$ cat config.mk
export PLATFORM = sky130hd
export DESIGN_NAME = mem_arbiter
export DESIGN_NICKNAME = d
export VERILOG_FILES = /design/src/rtl/mem_arbiter.sv
export SDC_FILE = /design/constraint.sdc
export NUM_CORES = 1
export LEC_CHECK = 0
export CAP_MARGIN = 20
export CORE_AREA = 2 2 291 293
export DETAILED_ROUTE_END_ITERATION = 10
export DIE_AREA = 0 0 293 295
export PLACE_DENSITY = 0.41
export SETUP_SLACK_MARGIN = 0.3
export SYNTH_ARGS = -nofsm -noshare
export SYNTH_HDL_FRONTEND = slang
export SYNTH_SLANG_ARGS = --single-unit
$ cat constraint.sdc
create_clock -name clk -period 1.9 [get_ports clk]
set_input_delay 0.285 -clock clk [delete_from_list [all_inputs] [get_ports clk]]
set_output_delay 0.285 -clock clk [all_outputs]
set_load 0.005 [all_outputs]
$ cat src/rtl/mem_arbiter.sv
// mem_arbiter: two-port (icache / dcache) arbiter in front of a fixed-latency
// line memory. Exactly one memory transaction is in flight at a time.
//
// Ports
//   clk, rst                 single clock, synchronous active-high reset
//   ic_req_in / ic_addr_in   icache refill request (held until ack)
//   ic_ack_out / ic_rdata_out one-cycle completion pulse and returned line
//   dc_req_in / dc_we_in / dc_addr_in / dc_wdata_in
//                            dcache refill (we=0) or writeback (we=1) request
//   dc_ack_out / dc_rdata_out one-cycle completion pulse and returned line
//   mem_req_out / mem_we_out / mem_addr_out / mem_wdata_out
//                            one-cycle memory command, line-aligned address
//   mem_rdata_in             read data, valid MEM_LATENCY cycles after command
//   busy_out                 high whenever a transaction is in progress
module mem_arbiter #(
  parameter int unsigned ADDR_W      = 32,
  parameter int unsigned LINE_W      = 128,
  parameter int unsigned MEM_LATENCY = 5
) (
  input  logic              clk,
  input  logic              rst,
  input  logic              ic_req_in,
  input  logic [ADDR_W-1:0] ic_addr_in,
  output logic              ic_ack_out,
  output logic [LINE_W-1:0] ic_rdata_out,
  input  logic              dc_req_in,
  input  logic              dc_we_in,
  input  logic [ADDR_W-1:0] dc_addr_in,
  input  logic [LINE_W-1:0] dc_wdata_in,
  output logic              dc_ack_out,
  output logic [LINE_W-1:0] dc_rdata_out,
  output logic              mem_req_out,
  output logic              mem_we_out,
  output logic [ADDR_W-1:0] mem_addr_out,
  output logic [LINE_W-1:0] mem_wdata_out,
  input  logic [LINE_W-1:0] mem_rdata_in,
  output logic              busy_out
);

  localparam int unsigned OFFS_W = $clog2(LINE_W / 8);
  localparam int unsigned CNT_W  = 4;
  // Clears the byte-within-line offset bits.
  localparam logic [ADDR_W-1:0] LINE_MASK = ~ADDR_W'((1 << OFFS_W) - 1);

  typedef enum logic [1:0] {
    IDLE  = 2'd0,
    ISSUE = 2'd1,
    WAIT  = 2'd2,
    RESP  = 2'd3
  } state_t;

  typedef enum logic {
    GNT_IC = 1'b0,
    GNT_DC = 1'b1
  } grant_t;

  state_t             state_q, state_d;
  grant_t             grant_q, grant_d;
  grant_t             last_q, last_d;
  logic [CNT_W-1:0]   cnt_q, cnt_d;
  logic               we_q, we_d;

  logic               win_dc;
  logic [LINE_W-1:0]  resp_data;

  logic               mem_req_d, mem_we_d;
  logic [ADDR_W-1:0]  mem_addr_d;
  logic [LINE_W-1:0]  mem_wdata_d;
  logic               ic_ack_d, dc_ack_d;
  logic [LINE_W-1:0]  ic_rdata_d, dc_rdata_d;
  logic               busy_d;

  // Next-state and next-output logic; every output is registered from *_d.
  always_comb begin
    state_d     = state_q;
    grant_d     = grant_q;
    last_d      = last_q;
    cnt_d       = cnt_q;
    we_d        = we_q;
    mem_req_d   = 1'b0;
    mem_we_d    = 1'b0;
    mem_addr_d  = mem_addr_out;
    mem_wdata_d = mem_wdata_out;
    ic_ack_d    = 1'b0;
    dc_ack_d    = 1'b0;
    ic_rdata_d  = '0;
    dc_rdata_d  = '0;
    resp_data   = '0;

    // On a tie the port that was not granted last wins.
    if (ic_req_in && dc_req_in) begin
      win_dc = (last_q == GNT_IC);
    end else begin
      win_dc = dc_req_in;
    end

    unique case (state_q)
      IDLE: begin
        if (ic_req_in || dc_req_in) begin
          grant_d     = win_dc ? GNT_DC : GNT_IC;
          last_d      = grant_d;
          we_d        = win_dc ? dc_we_in : 1'b0;
          // Command registers are loaded here so they are valid during ISSUE.
          mem_req_d   = 1'b1;
          mem_we_d    = we_d;
          mem_addr_d  = (win_dc ? dc_addr_in : ic_addr_in) & LINE_MASK;
          mem_wdata_d = win_dc ? dc_wdata_in : '0;
          state_d     = ISSUE;
        end
      end
      ISSUE: begin
        cnt_d   = CNT_W'(MEM_LATENCY);
        state_d = WAIT;
      end
      WAIT: begin
        // cnt_q reaches 1 exactly MEM_LATENCY cycles after the ISSUE cycle.
        if (cnt_q <= CNT_W'(1)) begin
          cnt_d     = '0;
          resp_data = we_q ? '0 : mem_rdata_in;
          if (grant_q == GNT_DC) begin
            dc_ack_d   = 1'b1;
            dc_rdata_d = resp_data;
          end else begin
            ic_ack_d   = 1'b1;
            ic_rdata_d = resp_data;
          end
          state_d = RESP;
        end else begin
          cnt_d = cnt_q - CNT_W'(1);
        end
      end
      RESP: begin
        state_d = IDLE;
      end
      default: begin
        state_d = IDLE;
      end
    endcase

    busy_d = (state_d != IDLE);
  end

  // State and output registers.
  always_ff @(posedge clk) begin
    if (rst) begin
      state_q       <= IDLE;
      grant_q       <= GNT_IC;
      last_q        <= GNT_DC;
      cnt_q         <= '0;
      we_q          <= 1'b0;
      mem_req_out   <= 1'b0;
      mem_we_out    <= 1'b0;
      mem_addr_out  <= '0;
      mem_wdata_out <= '0;
      ic_ack_out    <= 1'b0;
      dc_ack_out    <= 1'b0;
      ic_rdata_out  <= '0;
      dc_rdata_out  <= '0;
      busy_out      <= 1'b0;
    end else begin
      state_q       <= state_d;
      grant_q       <= grant_d;
      last_q        <= last_d;
      cnt_q         <= cnt_d;
      we_q          <= we_d;
      mem_req_out   <= mem_req_d;
      mem_we_out    <= mem_we_d;
      mem_addr_out  <= mem_addr_d;
      mem_wdata_out <= mem_wdata_d;
      ic_ack_out    <= ic_ack_d;
      dc_ack_out    <= dc_ack_d;
      ic_rdata_out  <= ic_rdata_d;
      dc_rdata_out  <= dc_rdata_d;
      busy_out      <= busy_d;
    end
  end

endmodule

== Yosys cells after proc, flatten, opt, wreduce, memory -nomap -nowiden ==
Index checks and enable logic that the tools add are counted.

* Bits in registers: 426
* Bits in latches: 0
* Bits in writable memories: 0
* Memory bits (read-only): 0
* Output and inout bits: 421
* Memories kept: 0

* Add/subtract/negate cells: 1
* Multiply operators: 0
* Divide/modulo/power cells: 0
* Magnitude comparators: 1
* Equality and inequality tests: 3
* Shift operators: 0
* Muxes and demuxes: 14
* Bitwise operators: 6
* Reductions and logical operators: 11

{| class="wikitable"
|+ Operators with widths
! kind !! number
|-
| 2-to-1 mux 128 bit || 2
|-
| 2-to-1 mux 32 bit || 1
|-
| one-hot mux 2 bit (4 select lines) || 1
|-
| one-hot mux 4 bit (2 select lines) || 1
|-
| OR reduction 4 bit || 2
|-
| 2-to-1 mux 1 bit || 6
|-
| inverter 1 bit || 6
|-
| OR reduction 3 bit || 2
|-
| equality test 2 bit, second input constant || 2
|-
| <= comparator 4 x 1 -> 1 bit, second input constant || 1
|-
| 2-to-1 mux 2 bit || 2
|-
| 2-to-1 mux 4 bit || 1
|-
| nonzero test 2 bit || 2
|-
| subtractor 4 x 1 -> 4 bit, second input constant || 1
|-
| equality test 2 x 1 -> 1 bit, second input constant || 1
|-
| zero test 2 bit || 1
|-
| AND reduction 2 bit || 1
|-
| OR reduction 2 bit || 1
|-
| logical AND 1 bit || 1
|-
| logical OR 1 bit || 1
|}

== Logic depth before layout (Yosys ltp) ==
Gate-level depths: netlist of run 1.

* Depth in word-level cells: 4
* Depth in mapped cells: 7

== Worst setup path before layout of run 1 ==
Ideal clock, no wire load.

* Path kind: flip-flop to flip-flop
* Start point: register state_q[0]
* End point: register dc_rdata_out[100]
* Library setup time: 59 ps
* Arrival time: 1676 ps
* Slack: 166 ps
* Stages on the path, launching flop included: 8
* Path buffers: 2
* Period minus slack after synthesis: 1734 ps
* Cell sequence: dfxtp_1 > inv_1 > ha_1 > or3b_4 > nor4_2 > buf_4 > buf_6 > and2_1

* Longest elaborated chain between the ends: 3

{| class="wikitable"
|+ Ends and longest elaborated chain
! element !! line !! RTL
|-
| from (decl) || 57 || <nowiki>state_t state_q, state_d;</nowiki>
|-
| from (signal assigned) || 161 || <nowiki>state_q <= state_d;</nowiki>
|-
| equality test 2 bit || 97 || <nowiki>unique case (state_q)</nowiki>
|-
| inverter 1 bit (no line) || - ||
|-
| OR reduction 4 bit (no line) || - ||
|-
| to (signal assigned) || 173 || <nowiki>dc_rdata_out <= dc_rdata_d;</nowiki>
|-
| to (decl) || 31 || <nowiki>output logic [LINE_W-1:0] dc_rdata_out,</nowiki>
|}

No other way between the ends.
A chain may end at the register's enable or synchronous reset.

== Worst setup path after layout of run 1 ==
* Start point: register state_q[0]
* End point: register dc_rdata_out[114]

Same word-level chain as after synthesis.

==> results of run 1 <==
stage by stage:
| stage | instances | power (uW) | hold slack, ns |
|---|---|---|---|
| finish | 2978 | 26000 | 0.263 |
| global route | 2977 | 27400 | 0.240 |
| CTS | 2951 | 26100 | 0.216 |
| detailed placement | 2866 | 16500 | 0.464 |
| global placement | 2866 | 16500 | 0.460 |
| floorplan | 1061 | 12700 | 0.365 |
layout make-up:
class | instances | area [um^2] | area share [%]
Antenna cell | 2 | 5.00 | 0.0203
Clock buffer | 78 | 1520 | 6.16
Clock inverter | 5 | 55.1 | 0.223
Inverter | 7 | 26.3 | 0.107
Multi-Input combinational cell | 553 | 4080 | 16.6
Sequential cell | 426 | 8550 | 34.7
Tap cell | 1080 | 1350 | 5.49
Timing Repair Buffer | 827 | 9050 | 36.7
sequential cells by signal (all words and copies together) (netlist names), 2 cells and up:
signal         flops
dc_rdata_out     128
state_q            2
mem_wdata_out    128
mem_addr_out      28
ic_rdata_out     128
cnt_q              4
path summary, 6_finish.rpt:
| path | startpoint | to | slack, ns |
|---|---|---|---|
| setup / recovery | state_q[0]$_SDFF_PP0_ | dc_rdata_out[114]$_SDFF_PP0_ | 0.04 |
| hold / removal | ic_addr_in[6] | mem_addr_out[6]$_SDFFE_PP0P_ | 0.26 |
| setup reg to reg | state_q[0]$_SDFF_PP0_ | dc_rdata_out[114]$_SDFF_PP0_ | 0.04 |
| hold reg to reg | mem_wdata_out[33]$_SDFFE_PP0P_ | mem_wdata_out[33]$_SDFFE_PP0P_ | 0.47 |
power groups by stage:
stage / clock network [uW] / registers, uW / logic, uW
after CTS: 9590 / 10400 / 6140
after global placement: 0 / 10500 / 5930
after floorplan: 0 / 10600 / 2110
after global routing: 9950 / 10500 / 6990
final: 9220 / 10400 / 6440
after detailed placement: 0 / 10600 / 5980
tightest hold or removal path, stage by stage:
cell and delay (ns):
clkdlybuf4s50_1 0.39, nand2_1 0.05, a211oi_1 0.05
logic make-up after synthesis:
family	share of synthesized area (%)
flops	67.5
compound gates	12.7
simple gates	15.8
fa+ha+maj	0.495
other cells	0.0297
buf+inv	3.53
per-layer routing:
metal / global-route usage (%) / vias to the layer above
met1: 11.4 / 5049
met3: 4.23 / 73
met5: 0 / -
met2: 20.3 / 493
met4: 3.28 / 2
li1: - / 5156
timing repair:
item | CTS | global route
gates resized for setup | 64 | 270
gates cloned | 1 | 18
pin swaps | 42 | 71
setup buffers | 1 | 7
hold buffers | 0 | 0
setup endpoints to repair | 804 | 824
cell usage after synthesis (all sizes together), types with 2 or more instances:
cell    number  share of area, %
nor2        34               1.0
buf         33               1.9
a22o       128               8.9
and2       256                13
ha           5              0.50
a21oi       30               1.2
nand2       34               1.0
o21ai        4              0.16
nor3         4              0.16
a211oi      28               1.7
dfxtp      426                67
nor4         2              0.27
inv          7              0.21
nand2b       3              0.15
clkbuf      43               1.4
nand3b       2              0.12
o21a         2              0.12
==> results.yml, run 1 <==
final_layout:
  layout_commonest_cell: "clkdlybuf4s50_1"
  syn_to_final_growth_pct: 94.9
  layout_common_cells: "589 x clkdlybuf4s50_1, 409 x dfxtp_1, 133 x dlymetal6s2s_1, 130 x and2_1, 128 x a22o_1"
  fillers: 8550
  stdcell_area_mm2: 0.0246
  drive_gt1_share_pct: 17.1
  final_core_util_pct: 29.6
  nNetsFinal: 2194
floorplanning:
  ios: 746
  core-area_mm2: 0.0832
  design.die.area_mm2: 0.0864
  start_util_pct: 15.2
  fp.dieH_um: 295
  die_w_um: 293
  rows: 106
setup_path:
  crit_path_end_kind: "register"
  cp_slowest_cell: "or3b_4"
  worstPathArrival_ns: 2.38
  critPathLaunchType: "register"
  path_depth: 8
  critPathMaxFanout: 8
  worst-path-buf-inv: 4
  critPathTopFamily: "simple AND/OR/NAND/NOR gates"
  worstRegToRegCells: 8
  path_cells: "inv_2 > ha_4 > or3b_4 > nor4_4 > buf_6 > buf_12 > clkbuf_16 > and2_4"
  worst-setup-path-type: "reg -> reg"
  max_stage_delay_ns: 0.41
  worst-endpoint-required_ns: 2.43
clocking:
  clock_sinks: 426
  htree_levels: 2
  clk_transition_reported_paths_ns: 0.06
  clock-root-buffer: "clkbuf_16"
  cts_tree: "built"
  clkLatencyLatePin_ns: 0.58
  cts_inserted_buffers: 49
  clockBufferDepth: 3
timing:
  fin_skew_ns: 0.0167
  rsz0062_at_grt: "true"
  final.setup.worst_slack_ns: 0.0435
  fmax_mhz: 539
  maxSlewViolCount: 0
  finalSetupViolations: 0
  fin_crit_sh_pct: 97.7
  setup_tns_ns: 0
  finalHoldViolCount: 0
  fin_crit_ns: 1.86
logic_synthesis:
  yosysWarnings: 0
  synth_edf_count: 0
  syn_inst: 1058
  avgSynthCellArea_um2: 11.9
  synth-seq-area-share_pct: 67.5
  ys.flop_type: "dfxtp_1"
  synth_area_mm2: 0.0126
  synth.distinct_cells: 38
  async_flop_share_pct: 0
  synth-seq-cells: 426
placed_design:
  io_buffers: 733
  dp_hpwl_mm: 38.2
  place_ws_ns: -0.315
  place.gp.congestion: 0.785
  dpl-instance-area_mm2: 0.0217
global_route:
  globalRouteTotalUtil_pct: 11.0
  grt_pass1_wl_mm: 71.7
  antenna_found_initial: 2
  overflow: 0
  grt_start_max_net_pins: 31
  first_global_vias: 11000
power_and_ir_drop:
  power_switching_uw: 6950
  p_sw_share_pct: 26.7
  irDropWorstVdd_mv: 0.603
  pwr-share-comb_pct: 24.7
  cellLeakagePower_uw: 0.0117
  pwr-share-clk_pct: 35.4
  internal_power_uw: 19100
  powerDensity_mw_per_mm2: 1060
  p_seq_share_pct: 39.8
drt:
  dr.pass1.iters: 4
  num_vias: 10800
  drc_errors: 0
  vias_per_cell: 3.62
  dr_wl_met3_mm: 4.86
  wirelength_met1_mm: 19.4
  dr_wl_met2_mm: 27.9
  drt-initial-drc-count: 225
  top_layer_used: "met5"
  wirelength_mm: 53.3
  ant_nets: 0
  wl_per_cell_um: 17.9
outcome:
  status: "finished, final reports clean"
flow_run:
  cap_violations: 0
worst_hold_path:
  hold_depth: 3
  hold_class: "in -> reg"
No activity file was read; power rests on OpenSTA's default activity.
==> run 2, diff against run 1 <==
- SKIP_CTS_REPAIR_TIMING: not set -> 1
==> run 2 against run 1 <==
- fmax increased by 0.75%
- total power down 1.7%
- wire length fell by 5.6%
==> results.yml, run 2 (same netlist as run 1, synthesis figures left out) <==
outcome:
  status: "finished, final reports clean"
final_layout:
  fillers: 8642
  layout_common_cells: "728 x clkdlybuf4s50_1, 423 x dfxtp_1, 253 x and2_1, 128 x a22o_1, 51 x clkbuf_16"
  stdcell_area_mm2: 0.0234
  drive_gt1_share_pct: 8.70
  layout_commonest_cell: "clkdlybuf4s50_1"
  final_core_util_pct: 28.1
  syn_to_final_growth_pct: 85.1
  nNetsFinal: 2172
  largestRegisters: "dc_rdata_out: 128 flops, ic_rdata_out: 128 flops, mem_wdata_out: 128 flops"
timing:
  maxSlewViolCount: 0
  finalHoldViolCount: 0
  rsz0062_at_grt: "true"
  finalSetupViolations: 0
  fin_crit_ns: 1.84
  final.setup.worst_slack_ns: 0.0573
  worst_slew_pin_slew_ns: 0.706
  fin_crit_sh_pct: 97.0
  fmax_mhz: 543
  max_slew_margin_pct: 52.9
  fin_skew_ns: 0.0140
  whs_ns: 0.266
setup_path:
  worst-setup-path-type: "reg -> reg"
  worstRegToRegCells: 7
  crit_path_end_kind: "register"
  critPathLaunchType: "register"
  worstPathArrival_ns: 2.36
  worst-endpoint-required_ns: 2.42
  critPathMaxFanout: 24
clocking:
  clk_transition_reported_paths_ns: 0.06
  clockBufferDepth: 3
  clock-root-buffer: "clkbuf_16"
  clkLatencyLatePin_ns: 0.58
  cts_inserted_buffers: 49
  htree_levels: 2
  clock_sinks: 426
  cts_tree: "built"
worst_hold_path:
  hold_depth: 3
  hold_class: "in -> reg"
placed_design:
  io_buffers: 733
  dpl-instance-area_mm2: 0.0217
  dp_hpwl_mm: 38.2
  place_ws_ns: -0.315
  place.gp.congestion: 0.785
drt:
  wl_per_cell_um: 17.0
  drc_errors: 0
  drt-initial-drc-count: 222
  wirelength_mm: 50.3
  num_vias: 10600
  dr.pass1.iters: 4
  ant_nets: 0
  vias_per_cell: 3.57
global_route:
  antenna_found_initial: 2
  grt_pass1_wl_mm: 71.1
  grt_start_max_net_pins: 31
  overflow: 0
  globalRouteTotalUtil_pct: 10.8
  first_global_vias: 11000
floorplanning:
  design.die.area_mm2: 0.0864
  start_util_pct: 15.2
  core-area_mm2: 0.0832
  die_w_um: 293
  rows: 106
  fp.dieH_um: 295
  ios: 746
power_and_ir_drop:
  cellLeakagePower_uw: 0.00902
  powerDensity_mw_per_mm2: 1090
  irDropWorstVdd_mv: 0.554
flow_run:
  cap_violations: 0
run 2: power breakdown:
part / leakage, uW / internal, uW / switching, uW
combinational: 0.00480 / 3460 / 2570
sequential: 0.00345 / 9910 / 473
clock: 0.000774 / 5440 / 3760
total: 0.00902 / 18800 / 6800
run 2: path summary, 6_finish.rpt:
kind	startpoint	end	slack, ns
max	state_q[0]$_SDFF_PP0_	ic_rdata_out[127]$_SDFF_PP0_	0.06
min	ic_addr_in[6]	mem_addr_out[6]$_SDFFE_PP0P_	0.27
max reg2reg	state_q[0]$_SDFF_PP0_	ic_rdata_out[127]$_SDFF_PP0_	0.06
min reg2reg	mem_wdata_out[100]$_SDFFE_PP0P_	mem_wdata_out[100]$_SDFFE_PP0P_	0.48
run 2: final cells by class:
type / count / area, um^2 / area share, %
Clock inverter: 5 / 55.1 / 0.235
Multi-Input combinational cell: 553 / 3740 / 16.0
Sequential cell: 426 / 8530 / 36.5
Clock buffer: 78 / 1520 / 6.48
Inverter: 7 / 26.3 / 0.112
Tap cell: 1080 / 1350 / 5.78
Antenna cell: 1 / 2.50 / 0.0107
Timing Repair Buffer: 805 / 8160 / 34.9
run 2: through the flow:
| step | power (uW) | TNS, ns | instances |
|---|---|---|---|
| 2_1_floorplan | 12700 | 0 | 1061 |
| 3_3_place_gp | 16500 | -73.57 | 2866 |
| 3_5_place_dp | 16500 | -77.69 | 2866 |
| 4_1_cts | 26000 | -16.04 | 2949 |
| 5_1_grt | 27000 | -2.64 | 2955 |
| 6_report | 25600 | 0 | 2955 |
run 2: layer usage:
layer  GRT usage [%]  wire (um)  vias to the layer above
met3            4.24       4580                       74
met1            11.3      18600                     4882
met5               0         13                        -
met2            20.0      26000                      500
li1                -          -                     5103
met4            3.21       1150                        2
run 2: worst max-delay path: stages (launching register included):
cell and delay (ns):
dfxtp_2 0.33, inv_2 0.08, ha_4 0.13, or3b_4 0.41, nor4_4 0.26, buf_12 0.23, buf_12 0.16, and2_1 0.12
